$ cat config.mk
export PLATFORM = sky130hd
export DESIGN_NAME = posit_mul_issuer_flat
export DESIGN_NICKNAME = d
export VERILOG_FILES = /design/src/rtl/posit_mul_issuer_if.sv /design/src/rtl/posit_mul_issuer.sv /design/src/flat_wrapper.sv
export SDC_FILE = /design/constraint.sdc
export NUM_CORES = 1
export LEC_CHECK = 0
export CAP_MARGIN = 10
export CORE_MARGIN = 2
export CORE_UTILIZATION = 30
export CTS_CLUSTER_DIAMETER = 200
export DETAILED_ROUTE_END_ITERATION = 10
export GPL_TIMING_DRIVEN = 0
export SLEW_MARGIN = 10
export SYNTH_ARGS = -nofsm -noshare
export SYNTH_HDL_FRONTEND = slang
export SYNTH_SLANG_ARGS = --single-unit
export TNS_END_PERCENT = 10
$ cat constraint.sdc
create_clock -name clk -period 4.1 [get_ports clk]
set_input_delay 0.82 -clock clk [delete_from_list [all_inputs] [get_ports clk]]
set_output_delay 0.82 -clock clk [all_outputs]
set_load 0.005 [all_outputs]
$ cat src/rtl/posit_mul_issuer_if.sv
`default_nettype none
// ============================================================================
// posit_mul_issuer_if
// ----------------------------------------------------------------------------
// Bundles the three channels around the posit multiplier issuer:
//   in_*   : upstream operand pairs (valid/ready)
//   mul_*  : request to / response from the posit multiplier
//   out_*  : result stream to downstream (valid/ready), plus op_count
// Modports:
//   slave  : the issuer itself
//   master : the environment (operand source, multiplier, result sink)
// Revision: 1.0  initial release
// ============================================================================
interface posit_mul_issuer_if;
   logic        in_valid;
   logic        in_ready;
   logic [31:0] in_a;
   logic [31:0] in_b;

   logic        mul_start;
   logic [31:0] mul_a;
   logic [31:0] mul_b;
   logic        mul_done;
   logic [31:0] mul_result;
   logic        mul_nar;
   logic        mul_zero;

   logic        out_valid;
   logic        out_ready;
   logic [31:0] out_result;
   logic        out_nar;
   logic        out_zero;
   logic        out_timeout;
   logic [15:0] op_count;

   modport slave (
      input  in_valid, in_a, in_b,
      output in_ready,
      output mul_start, mul_a, mul_b,
      input  mul_done, mul_result, mul_nar, mul_zero,
      output out_valid, out_result, out_nar, out_zero, out_timeout, op_count,
      input  out_ready
   );

   modport master (
      output in_valid, in_a, in_b,
      input  in_ready,
      input  mul_start, mul_a, mul_b,
      output mul_done, mul_result, mul_nar, mul_zero,
      input  out_valid, out_result, out_nar, out_zero, out_timeout, op_count,
      output out_ready
   );
endinterface
`default_nettype wire

$ cat src/rtl/posit_mul_issuer.sv
`default_nettype none
// ============================================================================
// posit_mul_issuer
// ----------------------------------------------------------------------------
// Queues 32-bit posit operand pairs in a small FIFO and issues them one at a
// time to an external posit multiplier. NaR and zero operands are resolved
// locally without touching the multiplier. A wait-cycle watchdog turns a
// multiplier that never answers into a NaR result flagged as timeout.
// Ports:
//   clk   : sole clock, rising edge
//   rst_n : synchronous active-low reset
//   bus   : posit_mul_issuer_if.slave (operand in, multiplier, result out)
// Parameters:
//   DEPTH   : FIFO entries, power of two, >= 2
//   TIMEOUT : WAIT cycles allowed before abort, 1..65535
// Revision: 1.0  initial release
// ============================================================================
module posit_mul_issuer #(
   parameter int DEPTH   = 4,
   parameter int TIMEOUT = 255
) (
   input wire                clk,
   input wire                rst_n,
   posit_mul_issuer_if.slave bus
);

   localparam int                c_aw      = $clog2(DEPTH);
   localparam logic [31:0]       c_nar     = 32'h8000_0000;
   localparam logic [31:0]       c_zero    = 32'h0000_0000;
   localparam logic [15:0]       c_timeout = 16'(TIMEOUT);
   localparam logic [c_aw-1:0]   c_ptr_one = 1;
   localparam logic [c_aw:0]     c_cnt_one = 1;
   localparam logic [c_aw:0]     c_full    = (c_aw+1)'(DEPTH);

   typedef enum logic [1:0] {
      S_IDLE  = 2'd0,
      S_ISSUE = 2'd1,
      S_WAIT  = 2'd2,
      S_HOLD  = 2'd3
   } state_t;

   // FIFO storage: {a, b}
   logic [63:0]     mem_q [DEPTH];
   logic [c_aw-1:0] wr_ptr_q, wr_ptr_d;
   logic [c_aw-1:0] rd_ptr_q, rd_ptr_d;
   logic [c_aw:0]   count_q, count_d;
   logic            ready_q, ready_d;

   state_t          state_q, state_d;
   logic [31:0]     opa_q, opa_d;
   logic [31:0]     opb_q, opb_d;
   logic            mul_start_q, mul_start_d;
   logic            done_prev_q, done_prev_d;
   logic [15:0]     wait_cnt_q, wait_cnt_d;
   logic            out_valid_q, out_valid_d;
   logic [31:0]     out_result_q, out_result_d;
   logic            out_nar_q, out_nar_d;
   logic            out_zero_q, out_zero_d;
   logic            out_timeout_q, out_timeout_d;
   logic [15:0]     op_count_q, op_count_d;

   logic            w_push;
   logic            w_pop;
   logic [31:0]     w_head_a;
   logic [31:0]     w_head_b;
   logic            w_done_edge;

   // Ready comes from a registered flag, so a pop on a full FIFO only
   // reopens the input one cycle later.
   assign w_push      = bus.in_valid & ready_q;
   assign w_pop       = (state_q == S_IDLE) && (count_q != '0);
   assign w_head_a    = mem_q[rd_ptr_q][63:32];
   assign w_head_b    = mem_q[rd_ptr_q][31:0];
   // done_prev_q is forced to 1 on WAIT entry so a level left high from a
   // previous transaction is not mistaken for a fresh completion.
   assign w_done_edge = bus.mul_done & ~done_prev_q;

   always_comb begin
      wr_ptr_d      = wr_ptr_q;
      rd_ptr_d      = rd_ptr_q;
      count_d       = count_q;
      state_d       = state_q;
      opa_d         = opa_q;
      opb_d         = opb_q;
      mul_start_d   = 1'b0;
      done_prev_d   = done_prev_q;
      wait_cnt_d    = wait_cnt_q;
      out_valid_d   = out_valid_q;
      out_result_d  = out_result_q;
      out_nar_d     = out_nar_q;
      out_zero_d    = out_zero_q;
      out_timeout_d = out_timeout_q;
      op_count_d    = op_count_q;

      if (w_push) wr_ptr_d = wr_ptr_q + c_ptr_one;
      if (w_pop)  rd_ptr_d = rd_ptr_q + c_ptr_one;
      case ({w_push, w_pop})
         2'b10:   count_d = count_q + c_cnt_one;
         2'b01:   count_d = count_q - c_cnt_one;
         default: count_d = count_q;
      endcase
      ready_d = (count_d != c_full);

      case (state_q)
         S_IDLE: begin
            if (w_pop) begin
               opa_d = w_head_a;
               opb_d = w_head_b;
               // NaR dominates zero: NaR * 0 is NaR.
               if (w_head_a == c_nar || w_head_b == c_nar) begin
                  state_d       = S_HOLD;
                  out_valid_d   = 1'b1;
                  out_result_d  = c_nar;
                  out_nar_d     = 1'b1;
                  out_zero_d    = 1'b0;
                  out_timeout_d = 1'b0;
               end else if (w_head_a == c_zero || w_head_b == c_zero) begin
                  state_d       = S_HOLD;
                  out_valid_d   = 1'b1;
                  out_result_d  = c_zero;
                  out_nar_d     = 1'b0;
                  out_zero_d    = 1'b1;
                  out_timeout_d = 1'b0;
               end else begin
                  state_d     = S_ISSUE;
                  mul_start_d = 1'b1;
               end
            end
         end
         S_ISSUE: begin
            state_d     = S_WAIT;
            done_prev_d = 1'b1;
            wait_cnt_d  = '0;
         end
         S_WAIT: begin
            done_prev_d = bus.mul_done;
            if (w_done_edge) begin
               state_d       = S_HOLD;
               out_valid_d   = 1'b1;
               out_result_d  = bus.mul_result;
               out_nar_d     = bus.mul_nar;
               out_zero_d    = bus.mul_zero;
               out_timeout_d = 1'b0;
            end else if (wait_cnt_q == c_timeout) begin
               state_d       = S_HOLD;
               out_valid_d   = 1'b1;
               out_result_d  = c_nar;
               out_nar_d     = 1'b1;
               out_zero_d    = 1'b0;
               out_timeout_d = 1'b1;
            end else begin
               wait_cnt_d = wait_cnt_q + 16'd1;
            end
         end
         S_HOLD: begin
            if (bus.out_ready) begin
               state_d     = S_IDLE;
               out_valid_d = 1'b0;
               op_count_d  = op_count_q + 16'd1;
            end
         end
         default: state_d = S_IDLE;
      endcase
   end

   always_ff @(posedge clk) begin
      if (w_push) mem_q[wr_ptr_q] <= {bus.in_a, bus.in_b};
   end

   always_ff @(posedge clk) begin
      if (!rst_n) begin
         wr_ptr_q      <= '0;
         rd_ptr_q      <= '0;
         count_q       <= '0;
         ready_q       <= 1'b0;
         state_q       <= S_IDLE;
         opa_q         <= '0;
         opb_q         <= '0;
         mul_start_q   <= 1'b0;
         done_prev_q   <= 1'b1;
         wait_cnt_q    <= '0;
         out_valid_q   <= 1'b0;
         out_result_q  <= '0;
         out_nar_q     <= 1'b0;
         out_zero_q    <= 1'b0;
         out_timeout_q <= 1'b0;
         op_count_q    <= '0;
      end else begin
         wr_ptr_q      <= wr_ptr_d;
         rd_ptr_q      <= rd_ptr_d;
         count_q       <= count_d;
         ready_q       <= ready_d;
         state_q       <= state_d;
         opa_q         <= opa_d;
         opb_q         <= opb_d;
         mul_start_q   <= mul_start_d;
         done_prev_q   <= done_prev_d;
         wait_cnt_q    <= wait_cnt_d;
         out_valid_q   <= out_valid_d;
         out_result_q  <= out_result_d;
         out_nar_q     <= out_nar_d;
         out_zero_q    <= out_zero_d;
         out_timeout_q <= out_timeout_d;
         op_count_q    <= op_count_d;
      end
   end

   assign bus.in_ready    = ready_q;
   assign bus.mul_start   = mul_start_q;
   assign bus.mul_a       = opa_q;
   assign bus.mul_b       = opb_q;
   assign bus.out_valid   = out_valid_q;
   assign bus.out_result  = out_result_q;
   assign bus.out_nar     = out_nar_q;
   assign bus.out_zero    = out_zero_q;
   assign bus.out_timeout = out_timeout_q;
   assign bus.op_count    = op_count_q;

endmodule
`default_nettype wire

$ cat src/flat_wrapper.sv
// flat-port wrapper written by rule: the top's interface ports become plain ports
module posit_mul_issuer_flat 
#(
   parameter int DEPTH   = 4,
   parameter int TIMEOUT = 255
)
  (clk, rst_n, bus_in_valid, bus_in_a, bus_in_b, bus_in_ready, bus_mul_start, bus_mul_a, bus_mul_b, bus_mul_done, bus_mul_result, bus_mul_nar, bus_mul_zero, bus_out_valid, bus_out_result, bus_out_nar, bus_out_zero, bus_out_timeout, bus_op_count, bus_out_ready);
  posit_mul_issuer_if bus_i ();
  input wire clk;
  input wire rst_n;
  input wire logic [$bits(bus_i.in_valid)-1:0] bus_in_valid;
  input wire logic [$bits(bus_i.in_a)-1:0] bus_in_a;
  input wire logic [$bits(bus_i.in_b)-1:0] bus_in_b;
  output wire logic [$bits(bus_i.in_ready)-1:0] bus_in_ready;
  output wire logic [$bits(bus_i.mul_start)-1:0] bus_mul_start;
  output wire logic [$bits(bus_i.mul_a)-1:0] bus_mul_a;
  output wire logic [$bits(bus_i.mul_b)-1:0] bus_mul_b;
  input wire logic [$bits(bus_i.mul_done)-1:0] bus_mul_done;
  input wire logic [$bits(bus_i.mul_result)-1:0] bus_mul_result;
  input wire logic [$bits(bus_i.mul_nar)-1:0] bus_mul_nar;
  input wire logic [$bits(bus_i.mul_zero)-1:0] bus_mul_zero;
  output wire logic [$bits(bus_i.out_valid)-1:0] bus_out_valid;
  output wire logic [$bits(bus_i.out_result)-1:0] bus_out_result;
  output wire logic [$bits(bus_i.out_nar)-1:0] bus_out_nar;
  output wire logic [$bits(bus_i.out_zero)-1:0] bus_out_zero;
  output wire logic [$bits(bus_i.out_timeout)-1:0] bus_out_timeout;
  output wire logic [$bits(bus_i.op_count)-1:0] bus_op_count;
  input wire logic [$bits(bus_i.out_ready)-1:0] bus_out_ready;
  assign bus_i.in_valid = bus_in_valid;
  assign bus_i.in_a = bus_in_a;
  assign bus_i.in_b = bus_in_b;
  assign bus_in_ready = bus_i.in_ready;
  assign bus_mul_start = bus_i.mul_start;
  assign bus_mul_a = bus_i.mul_a;
  assign bus_mul_b = bus_i.mul_b;
  assign bus_i.mul_done = bus_mul_done;
  assign bus_i.mul_result = bus_mul_result;
  assign bus_i.mul_nar = bus_mul_nar;
  assign bus_i.mul_zero = bus_mul_zero;
  assign bus_out_valid = bus_i.out_valid;
  assign bus_out_result = bus_i.out_result;
  assign bus_out_nar = bus_i.out_nar;
  assign bus_out_zero = bus_i.out_zero;
  assign bus_out_timeout = bus_i.out_timeout;
  assign bus_op_count = bus_i.op_count;
  assign bus_i.out_ready = bus_out_ready;
  posit_mul_issuer #(.DEPTH(DEPTH), .TIMEOUT(TIMEOUT)) u_core (.clk(clk), .rst_n(rst_n), .bus(bus_i));
endmodule
=== After elaboration in Yosys (flattened, before gate mapping) ===
Memory sizes are Yosys's and may differ from the RTL's. A register that Yosys moved wholly into a read port is not among the register bits.
Cells that the tools add are included.

* Reduce and logical (&&, ||, !) cells: 17
* $add $sub $neg: 6
* Eq/ne operators: 15
* Muxes and demuxes: 44
* Bitwise logic cells: 6

{| class="wikitable"
|+ Operators with widths
! cell !! count
|-
| 32-bit 2-to-1 mux || 5
|-
| 32-bit equality test (second input constant) || 2
|-
| 32-bit zero test || 2
|-
| 32-bit one-hot mux with 2 select lines || 1
|-
| 16-bit by 1-bit adder with 16-bit output (second input constant) || 2
|-
| 16-bit 2-to-1 mux || 2
|-
| 16-bit one-hot mux with 2 select lines || 1
|-
| 1-bit 2-to-1 mux || 20
|-
| 16-bit by 8-bit equality test with 1-bit output (second input constant) || 1
|-
| 2-bit 2-to-1 mux || 8
|-
| 1-bit one-hot mux with 2 select lines || 4
|-
| 2-bit one-hot mux with 4 select lines || 1
|-
| 2-bit equality test (second input constant) || 3
|-
| 2-bit inequality test (second input constant) || 3
|-
| 3-bit inequality test (second input constant) || 2
|-
| 3-bit one-hot mux with 2 select lines || 1
|-
| 3-bit AND reduction || 2
|-
| 3-bit nonzero test || 2
|-
| 5-bit AND reduction || 1
|-
| 2-bit by 1-bit adder with 2-bit output (second input constant) || 2
|-
| 2-bit by 1-bit equality test with 1-bit output (second input constant) || 2
|-
| 1-bit NOT || 4
|-
| 2-bit AND reduction || 2
|-
| 4-bit AND reduction || 1
|-
| 11 further kinds || 14
|}

* RAM bits: 256
* Word-level logic and storage cells: 105
* Memories: 1
* Input port bits: 103
* Bits in registers: 144
* Output and inout bits: 118

{| class="wikitable"
|+ Memories
! memory !! depth !! width !! read ports !! clocked after memory_dff !! write ports !! RTL line !! RTL
|-
| u_core.mem_q || 4 || 64 || 1 || 1 || 1 || posit_mul_issuer.sv:43 || <nowiki>logic [63:0] mem_q [DEPTH];</nowiki>
|}

=== Logic depth before layout (Yosys ltp) ===
Gate-level depths: netlist (run 1).

* Depth in word-level cells: 6
* Mapped depth: 13
* Depth with buffers taken out: 12

=== Worst setup path after synthesis (run 1) ===
Ideal clock, no wire load.

* Kind: input port to flip-flop
* Start point: in bus_in_valid
* End point: mem u_core.mem_q[0][0] (enable)
* Stages: 1
* Setup time: 0.429 ns
* Buffers on the path: 0
* Required time: 3.671 ns
* Path slack: 1.296 ns
* Arrival: 2.375 ns
* Cells stage by stage: and3_1

* Longest elaborated chain between the ends: 3

{| class="wikitable"
|+ RTL lines
! element !! RTL line !! RTL
|-
| start: declaration || flat_wrapper.sv:11 || <nowiki>input wire logic [$bits(bus_i.in_valid)-1:0] bus_in_valid;</nowiki>
|-
| 1-bit AND || posit_mul_issuer.sv:70 || <nowiki>assign w_push = bus.in_valid & ready_q;</nowiki>
|-
| 1-bit 2-to-1 mux || posit_mul_issuer.sv:167 || <nowiki>if (w_push) mem_q[wr_ptr_q] <= {bus.in_a, bus.in_b};</nowiki>
|-
| 1-bit 2-to-1 mux (not written as such) || posit_mul_issuer.sv:167 ||
|-
| end: declaration || posit_mul_issuer.sv:43 ||
|}

No other way between the ends.

==> results of run 1 <==
## cell type report
class,instances,share of cell area
flip-flops and latches,402,0.5334
multi-input cells,588,0.2186
repair buffers,223,0.1157
clock buffers,54,0.05868
well taps,672,0.04227
clock inverters,25,0.01440
plain buffers,54,0.01321
inverters,19,0.003585
diodes,1,0.0001258
## registers in the layout, summed over array words and instances, names as in the netlist, named ones only
name and cells:
u_core.mem_q 256, u_core.bus.mul_a 32, u_core.bus.mul_b 32, u_core.bus.out_result 32, u_core.bus.op_count 16, u_core.wait_cnt_q 16
u_core.count_q 3, u_core.rd_ptr_q 2, u_core.state_q 2, u_core.wr_ptr_q 2, u_core.bus.in_ready 1, u_core.bus.mul_start 1
u_core.bus.out_nar 1, u_core.bus.out_timeout 1, u_core.bus.out_valid 1, u_core.bus.out_zero 1, u_core.done_prev_q 1
## Yosys cell counts, types with 2 or more instances
master    number
xor2_1        10
and2_1         7
or3_1          5
nor2_1        36
inv_2          4
nand4_1        7
nand3_1       14
o21ai_1        4
nand2_1      220
a21oi_1       78
mux2i_1       34
a211oi_1       2
ha_1          11
and3_1         8
nand2b_1       5
o21ai_0        4
nor4_1        17
clkbuf_1      41
a221oi_1       2
nor3_1         6
nor2b_1        2
o31ai_1        5
dfxtp_1      146
mux4_2        64
o221ai_1       2
or4_1          5
nor3_4         2
xnor2_1       14
or2_1          4
buf_2          3
buf_6          7
inv_1         15
edfxtp_1     256
buf_1          3
o21a_1         2
o311ai_0       2
## through the flow
| step | hold WS (ns) | util |
|---|---|---|
| 6_report | 0.4532 | 0.3965 |
| 5_1_grt | 0.4714 | 0.3965 |
| 3_3_place_gp | 0.4431 | 0.3648 |
| 3_5_place_dp | 0.4468 | 0.3674 |
| 4_1_cts | 0.4549 | 0.3964 |
| 2_1_floorplan | 0.4476 | - |
## how the worst max path moves through the flow
| stage | from | to | slack, ns | cells after the start |
|---|---|---|---|---|
| after floorplan | bus_in_valid | u_core.mem_q[0][0] | 1.30 | 1 |
| after detailed placement | flip-flop | u_core.bus.out_result[8] | 0.04 | 9 |
| after global placement | bus_in_valid | u_core.mem_q[1][5] | -0.76 | 2 |
| final | flip-flop | u_core.bus.out_result[5] | 0.23 | 9 |
| after CTS | flip-flop | u_core.bus.out_result[5] | 0.02 | 9 |
| after global routing | flip-flop | u_core.bus.out_result[5] | 0.07 | 9 |
## cells by family after synthesis
| logic type | Yosys count | synth area share |
|---|---|---|
| DFF | 402 | 0.6949 |
| and+or+nand+nor | 341 | 0.09849 |
| AOI/OAI and AO/OA | 112 | 0.04351 |
| muxes | 99 | 0.1174 |
| buffers and inverters | 73 | 0.02163 |
| xor gates and xnor gates | 24 | 0.01377 |
| adders and majority gates | 12 | 0.01032 |
## worst max-delay path: cells and delay by family (launching register included)
| family | cells | cell delay [ns] |
|---|---|---|
| simple gates | 3 | 1.41 |
| mux | 2 | 0.53 |
| flops | 1 | 0.30 |
| buf+inv | 3 | 1.30 |
| compound gates | 1 | 0.19 |
## power by group
part	leakage (nW)	switching, mW	internal (mW)
logic	2.35	1.98	1.58
clock network	0.702	1.63	2.35
registers	3.51	0.223	4.77
## cell usage in the layout (no fill, tap or decap), drive strengths merged, types with 3 or more instances in the layout
cell type / count
clkbuf: 95
nor4: 17
nand4: 7
and2: 7
clkinv: 11
inv: 23
nand2b: 5
nor2: 36
buf: 17
and3: 8
or2: 4
o21ai: 8
mux2i: 34
clkdlybuf4s50: 219
bufinv: 5
dfxtp: 146
xor2: 10
a21oi: 78
clkinvlp: 5
ha: 11
o31ai: 6
xnor2: 14
nor3: 8
mux4: 64
edfxtp: 256
o311ai: 3
or3: 5
nand2: 220
or4: 5
nand3: 14
## layer usage
layer | track usage | vias up
met5 | 0 | -
met4 | 0.04282 | 12
met3 | 0.04370 | 66
met2 | 0.2569 | 316
met1 | 0.1917 | 4784
li1 | - | 4493
==> impl_metrics.yaml, run 1 <==
final_layout:
  nets: 1446
  final_area_um2: 19890
  drive_above_1_share: 0.1194
  finalNonFillerCells: 2038
  num-fill-cells: 4667
  multi_input_area_um2: 4349
  syn2layout_area_growth_pct: 30.28
  ff_latch_area_um2: 10610
logic_synthesis:
  ys_seq_area_frac: 0.6949
  synth.area.top_cells: "edfxtp_1 (50%), dfxtp_1 (19%), mux4_2 (9.4%)"
  synthFlopType: "edfxtp_1"
  synthesis.nets: 1178
  synth_edf_count: 256
  yosys.area.top_type: "edfxtp_1"
  postSynthCellCount: 1063
  async_reset_ff_frac: 0
  yosys_warnings: 0
  syn_avg_cell_area_um2: 14.36
  mappedNetlistArea_um2: 15270
  synth_cell_types: 52
  synth.top_cell.area_share: 0.5034
  synth_seq_cells: 402
route:
  vias_per_cell: 4.745
  wire_per_inst_um: 19.96
  ant_nets: 0
  initialDrtViolationCount: 689
  wl_met1_um: 17080
  dr_wl_met2_um: 19550
  dr_wl_met3_um: 3114
  dr.max_layer_used: "met5"
  vias: 9671
  routed_wl_um: 40680
  drt_pass1_iterations: 4
  post-route-drc-count: 0
global_route:
  grt_pass1_wl_um: 60550
  grt.total_usage: 0.1528
  antenna_found_initial: 7
  first_global_vias: 9842
  grt_max_degree: 47
  gr-total-overflow: 0
sta:
  rsz0062_at_grt: "no"
  min_period_over_period: 0.9438
  fin_crit_ns: 3.869
  max_slew_margin: 0.4192
  finalSetupTns_ns: 0
  worst_slew_pin_slew_ns: 0.8712
  setup_ws_ns: 0.2305
  clock.fmax_mhz: 258.4
  worst_clock_skew_ns: 0.01959
  setup_violations: 0
  finalMaxSlewViolations: 0
  hold_viol_final: 0
hold_path:
  worstHoldPathCells: 2
  min_path_type: "flip-flop to flip-flop"
  min_to: "u_core.bus.mul_a[24]"
  min-delay-start: "u_core.bus.mul_a[24]"
cts:
  cts_tree: "yes"
  worstSkewPairLatency_ns: 0.58
  root_buffer: "clkbuf_16"
  post_cts_resized: 0
  clock_path_buffers: 3
  numCtsBuffers: 43
  cts-htree-levels: 2
  holdBufCountCts: 0
  cts_sinks: 402
  clk_pin_slew_ns: 0.06
  post-cts-setup-buffer-count: 0
placement:
  io_buffers: 219
  dpl_cell_area_um2: 18430
  place_congestion: 0.8175
  dp_hpwl_um: 27690
  place_ws_ns: 0.03708
  dp.cells: 1958
worst_setup_path:
  critPathCaptureType: "flip-flop"
  rrSetupSlack_ns: 0.23
  arrival_ns: 4.31
  worst_setup_path_start_kind: "flip-flop"
  cp_cell_sequence: "clkbuf_1 -> clkbuf_2 -> mux4_2 -> nor4_1 -> nand4_1 -> nor3_4 -> o31ai_4 -> buf_6 -> mux2i_1"
  crit_slowest_cell: "clkbuf_1"
  r2r_end: "u_core.bus.out_result[5]"
  critPathKind: "flip-flop to flip-flop"
  crit_fanout: 10
  cp.required_ns: 4.54
  rr_worst_depth: 9
  slowest_delay_ns: 0.62
floorplanning:
  die_h_um: 229.6
  start_util: 0.3044
  rows: 82
  dieArea_um2: 52720
  ios: 221
  die_w_um: 229.6
  coreArea_um2: 50170
run:
  maxCapViolCount: 0
power:
  power.density_nw_per_um2: 630.7
  leakagePower_nw: 6.562
  power_mw: 12.55
  ir_worst_vdd_uv: 286.1
status:
  run_status: "completed"
(Power assumes the default switching activity.)
==> run 2: changes to the inputs <==
CTS_CLUSTER_SIZE = 16   (was unset)
==> impl_metrics.yaml, run 2 (synthesis gave the netlist of run 1 again) <==
status:
  run_status: "completed"
worst_setup_path:
  cp.required_ns: 4.57
  rrSetupSlack_ns: 0.17
  rr_worst_depth: 9
  r2r_end: "u_core.bus.out_result[21]"
  worst_setup_path_start_kind: "flip-flop"
  crit_fanout: 10
  critPathKind: "flip-flop to flip-flop"
  arrival_ns: 4.40
  critPathCaptureType: "flip-flop"
route:
  wl_met1_um: 17250
  vias: 9556
  vias_per_cell: 4.752
  post-route-drc-count: 0
  dr_wl_met2_um: 19570
  drt_pass1_iterations: 5
  dr_wl_met3_um: 3069
  wire_per_inst_um: 20.14
  dr.max_layer_used: "met5"
  ant_nets: 0
  routed_wl_um: 40510
  initialDrtViolationCount: 667
sta:
  hold_slack_ns: 0.4555
  rsz0062_at_grt: "no"
  hold_viol_final: 0
  setup_violations: 0
  clock.fmax_mhz: 254.3
  setup_ws_ns: 0.1672
  min_period_over_period: 0.9592
  finalMaxSlewViolations: 0
  fin_crit_ns: 3.933
  max_slew_margin: 0.4301
  worst_clock_skew_ns: 0.02670
  worst_slew_pin_slew_ns: 0.8549
power:
  power_mw: 11.30
  leakagePower_nw: 6.257
  ir_worst_vdd_uv: 348.3
  power.density_nw_per_um2: 586.3
cts:
  worstSkewPairLatency_ns: 0.59
  holdBufCountCts: 0
  cts_tree: "yes"
  root_buffer: "clkbuf_16"
  clock_path_buffers: 3
  numCtsBuffers: 29
  cts_sinks: 402
  post-cts-setup-buffer-count: 0
  cts-htree-levels: 1
  clk_pin_slew_ns: 0.08
hold_path:
  worstHoldPathCells: 2
  min_to: "u_core.bus.mul_a[24]"
  min_path_type: "flip-flop to flip-flop"
  min-delay-start: "u_core.bus.mul_a[24]"
floorplanning:
  ios: 221
  die_h_um: 229.6
  coreArea_um2: 50170
  rows: 82
  die_w_um: 229.6
  start_util: 0.3044
  dieArea_um2: 52720
placement:
  io_buffers: 219
  dp_hpwl_um: 27690
  place_ws_ns: 0.03708
  place_congestion: 0.8175
final_layout:
  top_register: "u_core.mem_q"
  nets: 1432
  largest_register_ffs: 256
  final_cell_mix: "edfxtp_1 (256), nand2_1 (220), clkdlybuf4s50_1 (219), dfxtp_1 (146), a21oi_1 (78)"
  final_common_cell: "edfxtp_1"
  syn2layout_area_growth_pct: 26.25
  drive_above_1_share: 0.09268
global_route:
  gr-total-overflow: 0
  grt_pass1_wl_um: 60080
  grt_max_degree: 47
  first_global_vias: 9699
  grt.total_usage: 0.1503
  antenna_found_initial: 7
run:
  maxCapViolCount: 0
==> run 2: metal layers <==
metal	GRT usage	up-vias
li1	-	4444
met1	0.1941	4750
met2	0.2566	295
met3	0.04109	55
met4	0.02293	12
met5	0	-
==> run 2: power breakdown <==
| group | internal [mW] | switching [mW] |
|---|---|---|
| Sequential | 4.77 | 0.225 |
| Clock | 1.35 | 1.40 |
| Combinational | 1.58 | 1.98 |
| Total | 7.70 | 3.61 |
==> run 2: repair_timing <==
| item | in CTS | in global routing |
|---|---|---|
| hold endpoints to repair | 0 | 0 |
| gates resized for setup | 0 | 4 |
| endpoints found under the setup margin | 0 | 31 |
==> run 2: worst max-delay path by stage <==
| stage | from | end |
|---|---|---|
| floorplan | bus_in_valid | u_core.mem_q[0][0] |
| global placement | bus_in_valid | u_core.mem_q[1][5] |
| global route | flip-flop | u_core.bus.out_result[23] |
| CTS | flip-flop | u_core.bus.out_result[25] |
| detailed placement | flip-flop | u_core.bus.out_result[8] |
| finish | flip-flop | u_core.bus.out_result[21] |
==> run 2: critical path, stage by stage (launching register included) <==
cell and delay, ns:
dfxtp_1 0.31, clkbuf_1 0.59, clkbuf_1 0.66, mux4_2 0.45, nor4_1 0.39, nand4_1 0.36, nor3_4 0.53, o31ai_4 0.19
buf_6 0.21, mux2i_1 0.13
==> run 2: area by class of cell <==
class / count / area, um^2
Antenna cell: 1 / 2.502
Buffer: 54 / 261.5
Clock buffer: 50 / 804.5
Clock inverter: 2 / 36.28
Fill cell: 4695 / 30890
Inverter: 19 / 71.32
Multi-Input combinational cell: 588 / 4349
Sequential cell: 402 / 10610
Tap cell: 672 / 840.8
Timing Repair Buffer: 223 / 2302
==> run 2: per-stage QoR <==
step	setup TNS [ns]	util	cell area, um^2	std cells
after floorplan	0	-	15270	1063
after global placement	-183.06	0.3648	18300	1954
after detailed placement	0	0.3674	18430	1958
after CTS	0	0.3842	19270	2010
after global routing	0	0.3842	19280	2010
final	0	0.3843	19280	2011
